<file path="config.mk">
export PLATFORM = sky130hd
export DESIGN_NAME = seq_detect_param
export DESIGN_NICKNAME = d
export VERILOG_FILES = /design/src/rtl/seq_detect_param.sv
export SDC_FILE = /design/constraint.sdc
export NUM_CORES = 1
export LEC_CHECK = 0
export BUFFER_PORTS_ARGS = -buffer_cell sky130_fd_sc_hd__buf_4
export CORE_MARGIN = 4
export CORE_UTILIZATION = 49
export CTS_BUF_LIST = sky130_fd_sc_hd__clkbuf_16
export CTS_CLUSTER_DIAMETER = 60
export DETAILED_ROUTE_END_ITERATION = 8
export PLACE_DENSITY = 0.74
export SETUP_SLACK_MARGIN = 0.4
export SYNTH_ARGS = -nofsm -noshare
export SYNTH_HDL_FRONTEND = slang
export SYNTH_SLANG_ARGS = --single-unit
export TNS_END_PERCENT = 20
</file>
<file path="constraint.sdc">
create_clock -name clk -period 2.2 [get_ports clk]
set_input_delay 0.44 -clock clk [delete_from_list [all_inputs] [get_ports clk]]
set_output_delay 0.44 -clock clk [all_outputs]
set_load 0.02 [all_outputs]
</file>
<file path="src/rtl/seq_detect_param.sv">
// Programmable serial pattern detector with overlap select, valid-qualified input and saturating match counter.
// Optional per-bit don't-care mask on the pattern compare is enabled by defining SEQDET_MASK_EN.
module seq_detect_param #(
    parameter int PAT_W = 8,
    parameter int LEN_W = 4,
    parameter int CNT_W = 8
) (
    input  logic             clk,
    input  logic             rst,
    input  logic             cfg_we,
    input  logic [PAT_W-1:0] pat_in,
    input  logic [LEN_W-1:0] len_in,
    input  logic             overlap,
    input  logic             d_valid,
    input  logic             d_in,
    input  logic             cnt_clr,
`ifdef SEQDET_MASK_EN
    input  logic [PAT_W-1:0] pat_mask_in,
`endif
    output logic             pattern_detect,
    output logic [CNT_W-1:0] match_count,
    output logic             cfg_ok
);

    typedef enum logic [1:0] {UNCFG, HUNT, DETECT} state_t;

    state_t             state, state_n;
    logic [PAT_W-1:0]   pattern, pattern_n;
    logic [LEN_W-1:0]   length, length_n;
    // Only PAT_W-1 old bits need storing; the newest bit completes the compare window.
    logic [PAT_W-2:0]   history, history_n;
    logic [LEN_W-1:0]   fill, fill_n;
    logic [CNT_W-1:0]   count, count_n;
    logic [PAT_W-1:0]   mask_q;
    logic [PAT_W-1:0]   len_mask;
    logic [PAT_W-1:0]   shifted;
    logic [LEN_W-1:0]   fill_inc;
    logic               match;

`ifdef SEQDET_MASK_EN
    logic [PAT_W-1:0]   mask_n;
`else
    assign mask_q = '1;
`endif

    always_ff @(posedge clk) begin
        if (rst) begin
            state   <= UNCFG;
            pattern <= '0;
            length  <= '0;
            history <= '0;
            fill    <= '0;
            count   <= '0;
`ifdef SEQDET_MASK_EN
            mask_q  <= '1;
`endif
        end else begin
            state   <= state_n;
            pattern <= pattern_n;
            length  <= length_n;
            history <= history_n;
            fill    <= fill_n;
            count   <= count_n;
`ifdef SEQDET_MASK_EN
            mask_q  <= mask_n;
`endif
        end
    end

    // Select the low 'length' bits of the window for comparison.
    always_comb begin
        for (int i = 0; i < PAT_W; i++) begin
            len_mask[i] = (i < int'(length));
        end
    end

    always_comb begin
        state_n   = state;
        pattern_n = pattern;
        length_n  = length;
        history_n = history;
        fill_n    = fill;
        count_n   = count;
        match     = 1'b0;
`ifdef SEQDET_MASK_EN
        mask_n    = mask_q;
`endif
        shifted   = {history, d_in};
        fill_inc  = (fill < LEN_W'(PAT_W)) ? fill + 1'b1 : fill;

        if (cfg_we) begin
            pattern_n = pat_in;
            length_n  = (len_in > LEN_W'(PAT_W)) ? LEN_W'(PAT_W) : len_in;
            history_n = '0;
            fill_n    = '0;
`ifdef SEQDET_MASK_EN
            mask_n    = pat_mask_in;
`endif
            state_n   = (length_n != '0) ? HUNT : UNCFG;
        end else if (state != UNCFG) begin
            if (d_valid) begin
                history_n = shifted[PAT_W-2:0];
                fill_n    = fill_inc;
                match     = (fill_inc >= length) &&
                            (((shifted ^ pattern) & len_mask & mask_q) == '0);
                // Non-overlapping mode: bits of a matched window may not be reused.
                if (match && !overlap) begin
                    fill_n = '0;
                end
            end
            state_n = match ? DETECT : HUNT;
        end

        if (cnt_clr) begin
            count_n = '0;
        end else if (match && (count != '1)) begin
            count_n = count + 1'b1;
        end
    end

    assign pattern_detect = (state == DETECT);
    assign cfg_ok         = (state != UNCFG);
    assign match_count    = count;

endmodule

</file>
======== Yosys cells after proc, flatten, opt, wreduce, memory -nomap -nowiden ========
Cells that the tools add are included.
cells by class
  reduce and logical (&&, ||, !) cells .... 11
  $mul .................................... 0
  muxes and demuxes ....................... 12
  $lt $le $gt $ge ......................... 11
  bitwise operators ....................... 2
  eq/ne operators ......................... 2
  divide/modulo/power cells ............... 0
  $add $sub $neg .......................... 2
  shift operators ......................... 0
operator list
  operator                                                                      number
  3-bit by 4-bit less-than comparator with 1-bit output (first input constant)  4
  4-bit 2-to-1 mux                                                              3
  8-bit by 1-bit adder with 8-bit output (second input constant)                1
  8-bit bitwise AND                                                             1
  8-bit zero test                                                               1
  1-bit by 4-bit less-than comparator with 1-bit output (first input constant)  2
  2-bit by 4-bit less-than comparator with 1-bit output (first input constant)  2
  8-bit != test (second input constant)                                         1
  8-bit XOR                                                                     1
  1-bit 2-to-1 mux                                                              6
  2-bit 2-to-1 mux                                                              3
  4-bit by 1-bit adder with 4-bit output (second input constant)                1
  4-bit >= comparator                                                           1
  4-bit greater-than comparator (second input constant)                         1
  4-bit less-than comparator (second input constant)                            1
  2-bit nonzero test                                                            2
  4-bit nonzero test                                                            1
  2-bit OR reduction                                                            2
  1-bit logical AND                                                             3
  2-bit == test (second input constant)                                         1
  2-bit AND reduction                                                           1
  1-bit zero test                                                               1
storage, ports and cells
  register bits after elaboration ......... 33
  logic and storage cells ................. 46
  bits in latches ......................... 0
  memories ................................ 0
  memory bits (read-only) ................. 0
  input port bits ......................... 19
  bits in writable memories ............... 0

======== Logic depth before layout (Yosys ltp) ========
Gate-level depths: netlist of the first run.
  word-level depth ........................ 10
  depth in mapped cells ................... 11
  gate-level depth less buffers ........... 10

======== Least setup slack after synthesis of the first run ========
No wires, ideal clock.
  kind .................................... reg-to-reg
  from .................................... register fill[0]
  to ...................................... register state[0]
  cell stages (with the launch flop) ...... 9
  arrival time ............................ 2.223 ns
  setup time .............................. 0.070 ns
  setup slack ............................. -0.093 ns
  path through ............................ dfxtp_1 -> ha_1 -> mux2_2 -> ha_1 -> a2111oi_0 -> nor3_2 -> o2111a_1 -> a211o_1 -> a21oi_1
between the ends
  cells in the longest elaborated chain, start to end .. 10
ends and longest elaborated chain
  item                                                                                         line  RTL
  start, declared                                                                              32    logic [LEN_W-1:0] fill, fill_n;
  start signal, assigned                                                                       62    fill <= fill_n;
  4-bit by 1-bit adder with 4-bit output / 4-bit less-than comparator (equally long branches)  89    fill_inc = (fill < LEN_W'(PAT_W)) ? fill + 1'b1 : fill;
  4-bit 2-to-1 mux (*)                                                                         89
  4-bit >= comparator (*)                                                                      104   match = (fill_inc >= length) &&
  1-bit logical AND (*)                                                                        104
  1-bit 2-to-1 mux (*)                                                                         101   if (d_valid) begin
  1-bit 2-to-1 mux (*)                                                                         100   end else if (state != UNCFG) begin
  1-bit 2-to-1 mux (*)                                                                         91    if (cfg_we) begin
  2-bit 2-to-1 mux (*)                                                                         111   state_n = match ? DETECT : HUNT;
  2-bit 2-to-1 mux (*)                                                                         100
  2-bit 2-to-1 mux (*)                                                                         91
  end signal, assigned                                                                         58    state <= state_n;
  end, declared                                                                                27    state_t state, state_n;
Mark *: on every way between the ends. The rest lies on a longest branch, timed or not. The select of a mux whose other input is x is not followed.
A chain may end at the register's enable or synchronous reset.

======== Worst setup path in the final report of the first run ========
  from .................................... register fill[0]
  to ...................................... register fill[1]
between the ends
  cells in the longest elaborated chain, start to end .. 6
ends and longest elaborated chain
  item                                                                                         line  RTL
  4-bit by 1-bit adder with 4-bit output / 4-bit less-than comparator (equally long branches)  89
  4-bit 2-to-1 mux (*)                                                                         89
  4-bit >= comparator                                                                          104
  1-bit logical AND                                                                            104
  1-bit logical AND                                                                            107   if (match && !overlap) begin
  4-bit 2-to-1 mux (*)                                                                         107
Mark *: on every way between the ends. The rest lies on a longest branch, timed or not.

==> flow_summary.yaml, run 1 <==
outcome:
  run_status: "finished, violations left"
  violations: "setup timing"
synth:
  synth_cells: 189
  synth_ff_type: "dfxtp_1"
  yosysWarnings: 0
  synth_fp_nets: 214
  ys_ff_latch: 33
  ys_seq_area_frac: 0.398
  synth_cell_types: 42
  async_flop_share: 0
  synth_area_per_cell_um2: 8.77
  synth-edff-count: 0
  mappedNetlistArea_mm2: 0.00166
pwr:
  p_per_area_mw_per_mm2: 691
  p_sw_frac: 0.217
  pwr-share-comb: 0.111
  p_seq_frac: 0.400
  p_leak_nw: 0.921
  p_sw_mw: 0.339
  peakVddDrop_uv: 460
  p_int_mw: 1.22
  clkPwrFrac: 0.489
  total_power_mw: 1.56
timing:
  fin_hold_ws_ns: 0.395
  tightest_slew_ns: 0.574
  fin_skew_ns: 0.00340
  rsz0062_at_grt: "true"
  setup-violations-final: 4
  finalWorstSetupSlack_ns: -0.0239
  setup-tns-final_ns: -0.0497
  min_period_ns: 2.22
  hold_viol: 0
  timing.fmax_mhz: 450
  drv_slew: 0
  slew-limit-headroom: 0.612
  period_share: 1.01
worst_setup_path:
  worstPathCellList: "buf_6 -> xor2_1 -> ha_1 -> nand2b_4 -> a2111oi_4 -> nor3_2 -> o2111a_1 -> nor3b_2 -> buf_4 -> nor3_2"
  cp_data_arrival_time_ns: 2.42
  setup.worst_path.start: "fill[0]"
  critPathKind: "register to register"
  r2r-start: "fill[0]"
  critPathLaunchType: "register"
  path_common_cell: "nor3_2"
  critPathMaxFanout: 4
  cp_slowest_cell: "dfxtp_4"
  cp_num_buf_inv: 2
  max_stage_delay_ns: 0.35
  worst_setup_path_end_kind: "register"
  crit_family: "simple AND/OR/NAND/NOR gates"
  required_ns: 2.40
cts:
  htree_levels: 2
  clk_latency_ns: 0.28
  cts_tree: "yes"
  cts_sinks: 33
  cts_hold_buffers: 0
  cts.path.max_buffers: 2
  root_buffer: "clkbuf_16"
  clk_pin_slew_ns: 0.05
  numCtsBuffers: 5
cells_and_area:
  antenna_cells: 0
  stdcell_count: 273
  area_growth_pct: 36.5
  fin_nets: 254
  drive_gt1_frac: 0.319
detailed_routing:
  drcViolationCount: 0
  num_vias: 1527
  ant_nets: 0
  wl_per_cell_um: 15.6
  drt_first_iter_violations: 70
  via_per_inst: 5.59
  drt-total-wl_um: 4270
  first_pass_iters: 4
min_path:
  hold_class: "primary input to register"
  hp-start: "pat_in[4]"
global_route:
  grt_usage: 0.216
  grt_max_degree: 20
  first_global_vias: 1563
  grt_overflow: 0
  antenna_found_initial: 0
  grt_pass1_wl_um: 7160
floorplan:
  die-area_mm2: 0.00438
  ios: 29
  initial_core_util: 0.526
  fp.dieH_um: 66.2
  rows: 20
  die_w_um: 66.2
  core_mm2: 0.00315
place:
  numPortBuffers: 28
  gp_congestion: 0.873
  placed_cells: 263
  dpl.hpwl_um: 2950
job:
  maxCapViolCount: 0
-- Yosys cell counts (2+ instances only) --
| library cell | n | area, um2 |
|---|---|---|
| or2_2 | 2 | 12.5 |
| dfxtp_1 | 33 | 661 |
| clkbuf_1 | 5 | 18.8 |
| or3_1 | 5 | 31.3 |
| nor2_1 | 17 | 63.8 |
| mux2i_1 | 10 | 100 |
| nand2_1 | 22 | 82.6 |
| nand3_1 | 5 | 25.0 |
| buf_6 | 2 | 22.5 |
| nand2b_1 | 3 | 18.8 |
| xor2_1 | 6 | 52.6 |
| o21ai_0 | 7 | 35.0 |
| nor2b_1 | 3 | 18.8 |
| o22ai_1 | 4 | 25.0 |
| ha_1 | 6 | 75.1 |
| xnor2_1 | 7 | 61.3 |
| nor3_1 | 5 | 25.0 |
| and3_1 | 2 | 12.5 |
| inv_1 | 6 | 22.5 |
| a21oi_1 | 17 | 85.1 |
-- kinds of logic after synthesis --
| family | share of synthesized area |
|---|---|
| and+or+nand+nor | 0.228 |
| DFF | 0.398 |
| AOI/OAI and AO/OA | 0.151 |
| muxes | 0.0672 |
| adders and majority gates | 0.0453 |
| xor gates and xnor gates | 0.0687 |
| buffers and inverters | 0.0415 |
-- placed cells by master, fill, tap and decap left out, types with 2 or more instances in the layout --
master     count
a21oi_1       16
and3_1         2
buf_4         37
buf_6          4
clkbuf_16      5
dfxtp_1       31
ha_1           2
ha_4           3
inv_1          6
mux2i_1       10
nand2_1       22
nand2b_4       2
nand3_1        5
nor2_1        17
nor2b_1        3
nor3_1         2
nor3_2         4
o21ai_0        6
o22ai_1        4
or2_2          2
or3_1          5
xnor2_1        6
xor2_1         6
-- area by class of cell --
class                      instances  area, um2
clock buffer                       5        125
clock inverter                     2       35.0
timing repair buffer              41        323
sequential                        33        666
multi-input combinational        142       1040
tap                               44       55.1
fill                             251        890
inverter                           6       22.5
-- stage by stage --
step	utilization	setup slack (ns)	area, um2
final	0.718	-0.0239	2260
after global routing	0.718	-0.122	2260
after CTS	0.710	-0.0208	2240
after detailed placement	0.627	-0.117	1980
after global placement	0.627	-0.0310	1980
after floorplan	-	0.00849	1680
-- worst register-to-register path: stages (launching register included) --
cell and delay [ns]:
dfxtp_4 0.35, buf_6 0.11, xor2_1 0.15, ha_1 0.28, nand2b_4 0.15, a2111oi_4 0.35
nor3_2 0.09, o2111a_1 0.18, nor3b_2 0.16, buf_4 0.17, nor3_2 0.15
-- layer usage --
layer	up-vias	routed length (um)	track usage
met4	0	73	0.0888
met1	748	1800	0.238
met5	-	0	0
met2	30	2230	0.395
met3	7	161	0.0459
li1	742	-	-
-- state kept, by name, summed over array words and instances (netlist names) --
signal and flops:
match_count 8, length 4, pattern 8, state 2
fill 4, history 7
-- path summary, 6_finish.rpt --
kind | to | slack (ns) | depth (start not counted)
max | fill[1] | -0.02 | 10
min | pattern[4] | 0.40 | 3
max reg2reg | fill[1] | -0.02 | 10
min reg2reg | history[6] | 0.47 | 2
-- power by group through the flow --
stage	Sequential [mW]	Combinational, mW	Clock (mW)
floorplan	0.637	0.102	0
CTS	0.626	0.167	0.772
global route	0.626	0.189	0.794
finish	0.625	0.173	0.765
global placement	0.637	0.152	0
detailed placement	0.638	0.157	0
-- what timing repair did --
| action | in CTS | in global routing |
|---|---|---|
| gates resized for setup | 13 | 7 |
| endpoints found under the setup margin | 14 | 14 |
| pin swaps | 15 | 3 |
| buffers inserted | 3 | 0 |
No activity file was read; power rests on OpenSTA's default activity.
==> run 2, diff against run 1 <==
Settings changed: CELL_PAD_IN_SITES_DETAIL_PLACEMENT set to 0, CELL_PAD_IN_SITES_GLOBAL_PLACEMENT set to 1, CORE_UTILIZATION 49 to 37, PLACE_DENSITY 0.74 to unset, PLACE_DENSITY_LB_ADDON set to 0.1.
==> flow_summary.yaml, run 2 (synthesized netlist as in run 1, its figures left out) <==
worst_setup_path:
  cp.depth: 9
  r2r_slack_ns: -0.01
  cp_slowest_cell: "dfxtp_2"
  worst_setup_path_end_kind: "register"
  r2r-start: "fill[1]"
  timing.rr.end: "match_count[2]"
  max_stage_delay_ns: 0.33
  critPathKind: "register to register"
  rr_worst_depth: 9
  required_ns: 2.41
  path_common_cell: "ha_4"
  crit_family: "simple AND/OR/NAND/NOR gates"
  critPathLaunchType: "register"
  critPathMaxFanout: 6
  cp_num_buf_inv: 1
  worstPathCellList: "ha_4 -> mux2_4 -> ha_4 -> a2111oi_4 -> nor3_2 -> nand4_2 -> buf_6 -> or3_4 -> a21oi_2"
  cp_data_arrival_time_ns: 2.42
cts:
  htree_levels: 2
  clk_pin_slew_ns: 0.05
  root_buffer: "clkbuf_16"
  numCtsBuffers: 5
  clk_latency_ns: 0.27
  cts.path.max_buffers: 2
  cts_sinks: 33
  cts_tree: "yes"
detailed_routing:
  drt_first_iter_violations: 36
  drcViolationCount: 0
  ant_nets: 0
  wl_per_cell_um: 14.5
  via_per_inst: 5.27
  num_vias: 1480
  drt-total-wl_um: 4070
  first_pass_iters: 4
global_route:
  grt_pass1_wl_um: 6520
  grt_overflow: 0
  first_global_vias: 1484
  grt_max_degree: 20
  antenna_found_initial: 0
  grt_usage: 0.154
min_path:
  min_to: "pattern[0]"
  hold_class: "primary input to register"
  hp-start: "pat_in[0]"
  holdPathStages: 3
timing:
  finalWorstSetupSlack_ns: -0.0110
  fin_hold_ws_ns: 0.403
  period_share: 1.00
  tightest_slew_ns: 0.420
  min_period_ns: 2.21
  setup-violations-final: 4
  timing.fmax_mhz: 452
  rsz0062_at_grt: "true"
  drv_slew: 0
  slew-limit-headroom: 0.716
  hold_viol: 0
  fin_skew_ns: 0.00382
floorplan:
  ios: 29
  die-area_mm2: 0.00562
  rows: 24
  die_w_um: 74.9
  fp.dieH_um: 74.9
  initial_core_util: 0.381
  core_mm2: 0.00435
cells_and_area:
  final_common_cell: "buf_4"
  regArea_um2: 667
  n_fill_cell: 404
  multi_input_area_mm2: 0.00104
  mostFrequentLayoutCells: "buf_4 (39), dfxtp_1 (30), nand2_1 (22)"
  design_area_mm2: 0.00223
  stdcell_count: 281
  area_growth_pct: 34.7
  drive_gt1_frac: 0.323
  fin_nets: 253
  antenna_cells: 0
place:
  numPortBuffers: 28
  dpl.hpwl_um: 2860
  dpl_cell_area_mm2: 0.00199
  gp_congestion: 0.761
  placed_cells: 272
pwr:
  total_power_mw: 1.45
  p_leak_nw: 0.895
  p_per_area_mw_per_mm2: 647
  peakVddDrop_uv: 359
outcome:
  run_status: "finished, violations left"
  violations: "setup timing"
job:
  maxCapViolCount: 0
-- run 2: timing repair --
action	CTS	global route
gates resized for setup	10	9
setup buffers	0	0
hold buffers	0	0
pin swaps	21	3
cloned	1	0
setup endpoints to repair	14	14
-- run 2: routing by layer --
layer,part of all wire,vias up,GRT usage
met2,0.50,33,0.272
li1,-,743,-
met1,0.44,699,0.174
met4,0.011,0,0.0573
met3,0.047,5,0.0454
met5,0,-,0
-- run 2: area by class of cell --
class,count,share of cell area
multi-input combinational,142,0.464
tap,52,0.0291
inverter,6,0.0101
clock inverter,3,0.00560
timing repair buffer,40,0.136
sequential,33,0.299
clock buffer,5,0.0560
-- run 2: per-stage QoR --
step | utilization | worst slack (ns) | TNS (ns)
detailed placement | 0.458 | -0.105 | -0.800
floorplan | - | 0.00849 | 0
global placement | 0.458 | -0.0260 | -0.103
global route | 0.513 | -0.107 | -0.911
CTS | 0.504 | -0.0661 | -0.371
finish | 0.513 | -0.0110 | -0.0294
-- run 2: worst max path at each step --
stage	slack (ns)	to	start
finish	-0.01	match_count[2]	fill[1]
CTS	-0.07	match_count[5]	fill[1]
detailed placement	-0.11	match_count[5]	fill[0]
global placement	-0.03	match_count[6]	fill[0]
global route	-0.11	match_count[4]	fill[1]
floorplan	0.008	match_count[7]	fill[0]
-- run 2: worst min-delay path: cells and delay by family --
family                 cells  cell delay (ns)
multiplexers               1             0.05
buffers and inverters      1             0.08
AND/OR/NAND/NOR            1             0.07
-- run 2: power breakdown --
group          total (mW)  switching (mW)  internal (mW)
clock               0.654           0.245          0.409
combinational       0.168          0.0840         0.0844
sequential          0.624          0.0116          0.612
==> run 3, diff against run 2 <==
Settings changed: CORE_UTILIZATION 37 to 44.
Clock period 2.2 ns to 2.6 ns, I/O delays scaled along.
==> flow_summary.yaml, run 3 (synthesized netlist as in run 1, its figures left out) <==
cells_and_area:
  multi_input_area_mm2: 0.00104
  antenna_cells: 0
  regArea_um2: 667
  design_area_mm2: 0.00225
  fin_nets: 250
  stdcell_count: 274
  drive_gt1_frac: 0.301
  mostFrequentLayoutCells: "buf_4 (34), dfxtp_1 (30), nand2_1 (22)"
  area_growth_pct: 35.7
  final_common_cell: "buf_4"
  fin_util: 0.614
  n_fill_cell: 326
worst_setup_path:
  critPathMaxFanout: 5
  required_ns: 2.81
  critPathLaunchType: "register"
  max_stage_delay_ns: 0.36
  worstPathCellList: "ha_4 -> mux2_4 -> ha_4 -> a2111oi_4 -> nor3_2 -> nand4_2 -> buf_6 -> or3_4 -> a21oi_2"
  cp_data_arrival_time_ns: 2.46
  critPathKind: "register to register"
  worst_setup_path_end_kind: "register"
  r2r_slack_ns: 0.35
  path_common_cell: "ha_4"
  cp_slowest_cell: "dfxtp_4"
pwr:
  p_int_mw: 1.03
  p_per_area_mw_per_mm2: 584
  peakVddDrop_uv: 437
  pwr-share-comb: 0.105
  p_sw_mw: 0.280
  clkPwrFrac: 0.489
  p_leak_nw: 0.902
  p_sw_frac: 0.214
  p_seq_frac: 0.406
cts:
  cts_tree: "yes"
  numCtsBuffers: 5
  cts.path.max_buffers: 2
  cts_sinks: 33
  root_buffer: "clkbuf_16"
  clk_latency_ns: 0.27
  cts_hold_buffers: 0
  htree_levels: 2
  clk_pin_slew_ns: 0.05
timing:
  setup-tns-final_ns: 0
  hold_viol: 0
  setup-violations-final: 0
  fin_skew_ns: 0.00289
  drv_slew: 0
  period_share: 0.864
  min_period_ns: 2.25
  tightest_slew_ns: 0.371
  rsz0062_at_grt: "true"
  timing.fmax_mhz: 445
  slew-limit-headroom: 0.752
floorplan:
  die-area_mm2: 0.00481
  core_mm2: 0.00366
  ios: 29
  rows: 22
  fp.dieH_um: 69.4
  die_w_um: 69.4
  initial_core_util: 0.453
global_route:
  grt_max_degree: 20
  use_met3: 0.0522
  antenna_found_initial: 0
  grt_usage: 0.178
  grt_pass1_wl_um: 6790
  met1_usage: 0.202
  first_global_vias: 1459
  use_met2: 0.309
  grt_overflow: 0
  grt.busiest_layer: "met2"
place:
  numPortBuffers: 28
  gp_congestion: 0.812
  dpl.hpwl_um: 2840
  placed_cells: 259
  dpl_cell_area_mm2: 0.00190
job:
  maxCapViolCount: 0
detailed_routing:
  drt-total-wl_um: 4190
  num_vias: 1479
  ant_nets: 0
  drt_first_iter_violations: 66
  wl_per_cell_um: 15.3
  via_per_inst: 5.40
  drcViolationCount: 0
  first_pass_iters: 4
outcome:
  run_status: "finished, final reports clean"
min_path:
  hold_class: "register to register"
==> run 3: power by group through the flow <==
stage	logic, mW	clock network [mW]	registers (mW)
6_report	0.138	0.642	0.532
5_1_grt	0.149	0.679	0.534
4_1_cts	0.135	0.656	0.533
3_5_place_dp	0.123	0	0.544
3_3_place_gp	0.120	0	0.543
2_1_floorplan	0.0843	0	0.539
==> run 3: critical path, delay by kind of cell, from the launching register on <==
kind,cells,cell delay (ns)
simple gates,3,0.67
fa+ha+maj,2,0.51
flops,1,0.36
mux,1,0.28
compound gates,2,0.19
buf+inv,1,0.17
==> run 3: timing repair <==
| action | 4_1_cts | 5_1_grt |
|---|---|---|
| buffers inserted | 6 | 0 |
| cloned | 1 | 0 |
| pin swaps | 10 | 9 |
| setup endpoints to repair | 13 | 13 |
| resized for setup | 15 | 7 |
==> run 3: cell type report <==
| class | count | area share |
|---|---|---|
| inverters | 6 | 0.0100 |
| clock inverters | 3 | 0.0167 |
| well taps | 48 | 0.0267 |
| repair buffers | 37 | 0.132 |
| clock buffers | 5 | 0.0556 |
| multi-input cells | 142 | 0.462 |
| flip-flops and latches | 33 | 0.296 |
==> run 3: final timing paths <==
| path | from | end | cells past startpoint |
|---|---|---|---|
| setup / recovery | fill[1] | match_count[6] | 9 |
| hold / removal | history[6] | history[6] | 2 |
| setup reg to reg | fill[1] | match_count[6] | 9 |
| hold reg to reg | history[6] | history[6] | 2 |
==> run 3: through the flow <==
step / total power, mW / setup slack, ns / hold slack [ns]
floorplan: 0.623 / 0.367 / 0.448
global placement: 0.663 / 0.265 / 0.457
detailed placement: 0.667 / 0.168 / 0.473
CTS: 1.32 / 0.371 / 0.480
global route: 1.36 / 0.262 / 0.491
finish: 1.31 / 0.353 / 0.477
==> run 3: per-layer routing <==
layer | part of all wire | vias up
met4 | 0.028 | 0
met2 | 0.53 | 33
met3 | 0.044 | 10
met1 | 0.40 | 705
li1 | - | 731
met5 | 0 | -
